--- src/rtl/pipeline_muldiv_ctrl_pkg.sv ---
// Shared encodings for the iterative multiply/divide sequencer.
// Op codes match the decoder's 2-bit mul/div selector.
package pipeline_muldiv_ctrl_pkg;

    localparam int ITERS_DEFAULT = 32;

    typedef enum logic [1:0] {
        MD_MULT  = 2'b00,
        MD_MULTU = 2'b01,
        MD_DIV   = 2'b10,
        MD_DIVU  = 2'b11
    } md_op_e;

    typedef enum logic [1:0] {
        S_IDLE  = 2'b00,
        S_CALC  = 2'b01,
        S_FIXUP = 2'b10
    } md_state_e;

    function automatic logic op_is_div(input md_op_e o);
        return (o == MD_DIV) || (o == MD_DIVU);
    endfunction

    function automatic logic op_is_signed(input md_op_e o);
        return (o == MD_MULT) || (o == MD_DIV);
    endfunction

endpackage

--- src/rtl/pipeline_muldiv_ctrl_step.sv ---
// One combinational iteration: shift-add multiply or restoring-divide step
// on the shared {upper, lower} accumulator.
module pipeline_muldiv_ctrl_step #(
    parameter int WIDTH = 32
) (
    input  logic               is_div,
    input  logic [2*WIDTH-1:0] acc,
    input  logic [WIDTH-1:0]   operand,
    output logic [2*WIDTH-1:0] acc_next
);

    logic [WIDTH:0] sum;
    logic [WIDTH:0] trial;
    logic [WIDTH:0] diff;

    // NOTE: every output of a combinational block is assigned on every path,
    // otherwise synthesis infers a latch to hold the old value.
    always_comb begin
        sum   = {1'b0, acc[2*WIDTH-1:WIDTH]} + (acc[0] ? {1'b0, operand} : '0);
        trial = acc[2*WIDTH-1:WIDTH-1];
        diff  = trial - {1'b0, operand};
        acc_next = {sum, acc[WIDTH-1:1]};
        if (is_div) begin
            // Borrow out of the (WIDTH+1)-bit subtract means the trial failed.
            if (!diff[WIDTH]) begin
                acc_next = {diff[WIDTH-1:0], acc[WIDTH-2:0], 1'b1};
            end else begin
                acc_next = {trial[WIDTH-1:0], acc[WIDTH-2:0], 1'b0};
            end
        end
    end

endmodule

--- src/rtl/pipeline_muldiv_ctrl.sv ---
// EX-stage multiply/divide sequencer: owns HI/LO, runs a 32-iteration
// shift-add multiply or restoring divide, and stalls EX while busy.
module pipeline_muldiv_ctrl
    import pipeline_muldiv_ctrl_pkg::*;
#(
    parameter int WIDTH = 32,
    parameter int ITERS = ITERS_DEFAULT
) (
    input  logic             clk,
    input  logic             reset,
    input  logic             start,
    input  logic [1:0]       op,
    input  logic [WIDTH-1:0] srca,
    input  logic [WIDTH-1:0] srcb,
    input  logic             mfreq,
    input  logic             mthi,
    input  logic             mtlo,
    input  logic [WIDTH-1:0] wdata,
    output logic [WIDTH-1:0] hi,
    output logic [WIDTH-1:0] lo,
    output logic             busy,
    output logic             stall,
    output logic             done,
    output logic             divzero
);

    localparam int CW = $clog2(ITERS);

    md_state_e          state;
    md_state_e          state_next;
    md_op_e             op_e;
    logic [CW-1:0]      count;
    logic [2*WIDTH-1:0] acc;
    logic [2*WIDTH-1:0] acc_next;
    logic [WIDTH-1:0]   operand;
    logic               is_div;
    logic               sign_a;
    logic               sign_b;
    logic               accept;
    logic               signed_op;
    logic [WIDTH-1:0]   mag_a;
    logic [WIDTH-1:0]   mag_b;
    logic [2*WIDTH-1:0] product_fixed;
    logic [WIDTH-1:0]   quot_fixed;
    logic [WIDTH-1:0]   rem_fixed;

    assign op_e      = md_op_e'(op);
    assign signed_op = op_is_signed(op_e);
    assign busy      = (state != S_IDLE);
    assign accept    = start & !busy;
    assign stall     = busy & (start | mfreq | mthi | mtlo);
    assign mag_a     = (signed_op && srca[WIDTH-1]) ? -srca : srca;
    assign mag_b     = (signed_op && srcb[WIDTH-1]) ? -srcb : srcb;

    // Remainder follows the dividend's sign; quotient/product flip on sign mismatch.
    assign product_fixed = (sign_a ^ sign_b) ? -acc : acc;
    assign quot_fixed    = (sign_a ^ sign_b) ? -acc[WIDTH-1:0] : acc[WIDTH-1:0];
    assign rem_fixed     = sign_a ? -acc[2*WIDTH-1:WIDTH] : acc[2*WIDTH-1:WIDTH];

    pipeline_muldiv_ctrl_step #(.WIDTH(WIDTH)) u_step (
        .is_div   (is_div),
        .acc      (acc),
        .operand  (operand),
        .acc_next (acc_next)
    );

    always_comb begin
        state_next = state;
        case (state)
            S_IDLE:  if (accept) state_next = S_CALC;
            S_CALC:  if (count == CW'(ITERS - 1)) state_next = S_FIXUP;
            S_FIXUP: state_next = S_IDLE;
            default: state_next = S_IDLE;
        endcase
    end

    // NOTE: clocked state uses non-blocking assignments so every register
    // samples pre-edge values regardless of statement order.
    always_ff @(posedge clk) begin
        if (reset) state <= S_IDLE;
        else       state <= state_next;
    end

    always_ff @(posedge clk) begin
        if (reset) begin
            hi      <= '0;
            lo      <= '0;
            done    <= 1'b0;
            divzero <= 1'b0;
            count   <= '0;
            acc     <= '0;
            operand <= '0;
            is_div  <= 1'b0;
            sign_a  <= 1'b0;
            sign_b  <= 1'b0;
        end else begin
            done <= 1'b0;
            case (state)
                S_IDLE: begin
                    if (mthi) hi <= wdata;
                    if (mtlo) lo <= wdata;
                    if (accept) begin
                        is_div  <= op_is_div(op_e);
                        sign_a  <= signed_op & srca[WIDTH-1];
                        sign_b  <= signed_op & srcb[WIDTH-1];
                        // Multiply: operand = multiplicand, acc low = multiplier.
                        // Divide:   operand = divisor,      acc low = dividend.
                        operand <= op_is_div(op_e) ? mag_b : mag_a;
                        acc     <= {{WIDTH{1'b0}}, op_is_div(op_e) ? mag_a : mag_b};
                        count   <= '0;
                        divzero <= 1'b0;
                    end
                end
                S_CALC: begin
                    acc   <= acc_next;
                    count <= count + 1'b1;
                end
                S_FIXUP: begin
                    if (is_div) begin
                        hi      <= rem_fixed;
                        lo      <= quot_fixed;
                        divzero <= (operand == '0);
                    end else begin
                        {hi, lo} <= product_fixed;
                    end
                    done <= 1'b1;
                end
                default: ;
            endcase
        end
    end

endmodule

--- config.mk ---
export PLATFORM = sky130hd
export DESIGN_NAME = pipeline_muldiv_ctrl
export DESIGN_NICKNAME = d
export VERILOG_FILES = /design/src/rtl/pipeline_muldiv_ctrl_pkg.sv /design/src/rtl/pipeline_muldiv_ctrl_step.sv /design/src/rtl/pipeline_muldiv_ctrl.sv
export SDC_FILE = /design/constraint.sdc
export NUM_CORES = 1
export LEC_CHECK = 0
export CAP_MARGIN = 20
export CORE_UTILIZATION = 53
export DETAILED_ROUTE_END_ITERATION = 7
export PLACE_DENSITY = 0.82
export SYNTH_ARGS = -nofsm -noshare
export SYNTH_HDL_FRONTEND = slang
export SYNTH_SLANG_ARGS = --single-unit
--- constraint.sdc ---
create_clock -name clk -period 4.5 [get_ports clk]
set_input_delay 0.9 -clock clk [delete_from_list [all_inputs] [get_ports clk]]
set_output_delay 0.9 -clock clk [all_outputs]
set_load 0.01 [all_outputs]
==> results.py <==
metrics = {
    "outcome": {
        "outcome": "finished clean",
    },
    "worst_setup_path": {
        "critPathArrivalTime_ps": 4100,
        "regToRegEndpoint": "acc[57]",
        "crit_chain": "inv_1, fa_1, nor2b_1, o31ai_1, a21boi_2, o31a_2, a41o_1, xor2_4, buf_12, nand4_1, mux2_2, and4b_1",
        "path_delay_family": "compound AO/OA/AOI/OAI gates",
        "cp_max_fo": 41,
        "worst_path_max_delay_cell": "dfxtp_1",
        "criticalPathCategory": "reg -> reg",
        "crit_required_ps": 4850,
        "cp.depth": 12,
        "critPathBufInv": 2,
        "ff2ff_setup_slack_ps": 750,
        "critical_path.max_stage_delay_ps": 610,
        "critPathCaptureType": "flop",
        "worst_r2r_path_depth": 12,
        "start_kind": "flop",
        "rr_startpoint": "acc[32]",
    },
    "logic_synthesis": {
        "yosysTopAreaCellShare": 0.232,
        "yosys_most_used_dff": "dfxtp_1",
        "ys_seq_area_frac": 0.232,
        "synth_edf_count": 0,
        "ys_async_sr_fraction": 0,
        "synth_nets": 2197,
        "synth_area_leaders": "dfxtp_1 (23%), a21oi_1 (7.5%), nor2_1 (7.2%), ha_1 (5.9%), a211oi_1 (5.3%)",
        "netlist_area_sq_um": 14800,
        "yosys.cell_types.count": 89,
        "synth_cells": 2021,
        "syn_avg_cell_area_sq_um": 7.33,
        "synth_warnings": 0,
        "yosys.area.top_type": "dfxtp_1",
        "ys_ff_latch": 172,
    },
    "placed_design": {
        "dp_hpwl_mm": 39.0,
        "post_dp_cell_area_sq_um": 16600,
        "dp_slack_ps": 654,
        "gp_congestion": 0.953,
        "place.port_buffers": 171,
    },
    "clock_tree": {
        "cts_max_level": 4,
        "cts_sinks": 172,
        "cts.reportedPaths.clkPinSlew_ps": 80,
        "cts_made_buffers": 17,
        "post-cts-setup-buffers": 0,
        "cts_tree": "built",
        "ctsLongestPathBuffers": 2,
        "insertion_delay_ps": 460,
        "cts_hold_buf": 0,
        "cts_resized": 0,
        "clockRootBuffer": "clkbuf_16",
    },
    "min_path": {
        "hp-class": "reg -> reg",
        "min_to": "hi[28]",
        "holdPathStages": 2,
        "min_from": "hi[28]",
    },
    "floorplan": {
        "coreArea_sq_um": 27200,
        "die_h_microns": 169,
        "rows": 60,
        "pin_count": 172,
        "dieArea_sq_um": 28600,
        "start_util": 0.545,
        "die_w_microns": 169,
    },
    "finish": {
        "final_layout_size_suffix_gt1_frac": 0.0508,
        "diodes": 0,
        "final_common_cell": "nor2_1",
        "fin_nets": 2269,
        "post-route-cell-area_sq_um": 17300,
        "layout_common_cells": "nor2_1 (283), a21oi_1 (221), dfxtp_1 (171), clkdlybuf4s50_1 (169), nand2_1 (164)",
        "fillers": 2375,
        "syn2layout_area_growth_pct": 16.5,
    },
    "sta": {
        "report.final.slew_viol_count": 0,
        "min_period_over_period": 0.834,
        "tns_ps": 0,
        "slew_headroom": 0.265,
        "timing.final.ws_setup_ps": 748,
        "skew_ps": 14.2,
        "finalHoldViolCount": 0,
        "rsz0062_at_grt": "no",
        "worstMarginPinSlew_ps": 1100,
        "setup_viol": 0,
        "fmax_mhz": 267,
        "hold_slack_ps": 469,
        "fin_crit_ps": 3750,
    },
    "detailed_routing": {
        "drt-vias-per-instance": 6.35,
        "drt_iter0_drc": 1876,
        "vias": 15731,
        "antenna_left": 0,
        "post_drt_wl_per_cell_microns": 20.2,
        "drcViolationCount": 0,
        "drt-total-wl_mm": 50.1,
        "first_pass_iters": 6,
    },
    "power_and_ir_drop": {
        "vdd_drop_max_mv": 0.281,
        "p_leak_nw": 6.49,
        "power_mw": 5.01,
        "pwr_density_cell_nw_per_um2": 290,
    },
    "global_route": {
        "grt_antenna_before_repair": 0,
        "grt_pass1_vias": 14391,
        "grt_first_pass_wirelength_mm": 78.4,
        "grt_max_degree": 99,
        "gr-total-overflow": 0,
        "grt_use_total": 0.347,
    },
    "flow_run": {
        "max_cap_viol_count": 0,
    },
}
-- worst min-delay path, stage by stage, from the launching register on --
cell and delay [ps]:
dfxtp_1 310, nand2_1 60, a21oi_1 60
-- kinds of logic after synthesis --
kind of cell,Yosys count,share of synthesized area
AND/OR/NAND/NOR,688,0.220
multiplexers,58,0.0395
XOR/XNOR,170,0.102
flip-flops,172,0.232
adder cells (fa/ha/maj),72,0.0618
buffers and inverters,201,0.0562
AO/OA/AOI/OAI,660,0.289
-- routing by layer --
layer / share of wire / GRT usage
met4: 0.034 / 0.126
met1: 0.44 / 0.480
met3: 0.097 / 0.0669
met2: 0.43 / 0.536
met5: 0 / 0
-- cells in the mapped netlist, drive strengths merged (5+ instances only) --
| cell type | n |
|---|---|
| or4 | 11 |
| inv | 56 |
| and2 | 8 |
| or2 | 5 |
| ha | 70 |
| a2111oi | 10 |
| nand2b | 31 |
| nand4 | 18 |
| o21bai | 8 |
| and3 | 14 |
| o31ai | 28 |
| clkbuf | 119 |
| o221ai | 6 |
| dfxtp | 172 |
| xor2 | 81 |
| nor2b | 23 |
| nor3 | 37 |
| o21ai | 105 |
| o41ai | 11 |
| a21o | 25 |
| a31oi | 21 |
| mux2i | 54 |
| a221o | 6 |
| o211ai | 37 |
| a22oi | 9 |
| a211o | 10 |
| nand3b | 6 |
| a311oi | 11 |
| or3 | 24 |
| a21oi | 223 |
| nor2 | 284 |
| nand2 | 165 |
| nor4 | 27 |
| a221oi | 5 |
| a211oi | 105 |
| buf | 24 |
| xnor2 | 89 |
| nand3 | 23 |
-- sequential cells by signal, indices dropped and copies added (netlist names) --
register,flops
acc,64
count,5
divzero,1
done,1
hi,32
is_div,1
lo,32
operand,32
sign_a,1
sign_b,1
state,2
-- per-stage QoR --
step | instances | utilization
2_1_floorplan | 2021 | -
3_3_place_gp | 2444 | 0.611
3_5_place_dp | 2444 | 0.611
4_1_cts | 2476 | 0.634
5_1_grt | 2478 | 0.635
6_report | 2478 | 0.635
-- how the worst max path moves through the flow --
stage / end / slack (ps) / startpoint
6_report: acc[57] / 750 / acc[32]
3_5_place_dp: acc[30] / 650 / srcb[3]
4_1_cts: acc[57] / 840 / acc[32]
2_1_floorplan: acc[61] / 1360 / acc[0]
3_3_place_gp: acc[30] / 710 / srcb[3]
5_1_grt: acc[57] / 570 / acc[32]
-- final cells by class --
type                            instances  area (sq um)  area share
Tap cell                              372           465      0.0270
Clock buffer                           17           425      0.0247
Multi-Input combinational cell       1648         10600       0.613
Timing Repair Buffer                  197          1940       0.112
Inverter                               57           214      0.0124
Clock inverter                         15           188      0.0109
Sequential cell                       172          3440       0.200
-- power breakdown --
part | switching (mW) | total [mW] | leakage (nW) | internal, mW
Clock | 0.792 | 1.55 | 0.298 | 0.758
Sequential | 0.162 | 1.79 | 1.41 | 1.63
Combinational | 0.967 | 1.67 | 4.78 | 0.700
Total | 1.92 | 5.01 | 6.49 | 3.08
(Power assumes the default switching activity.)
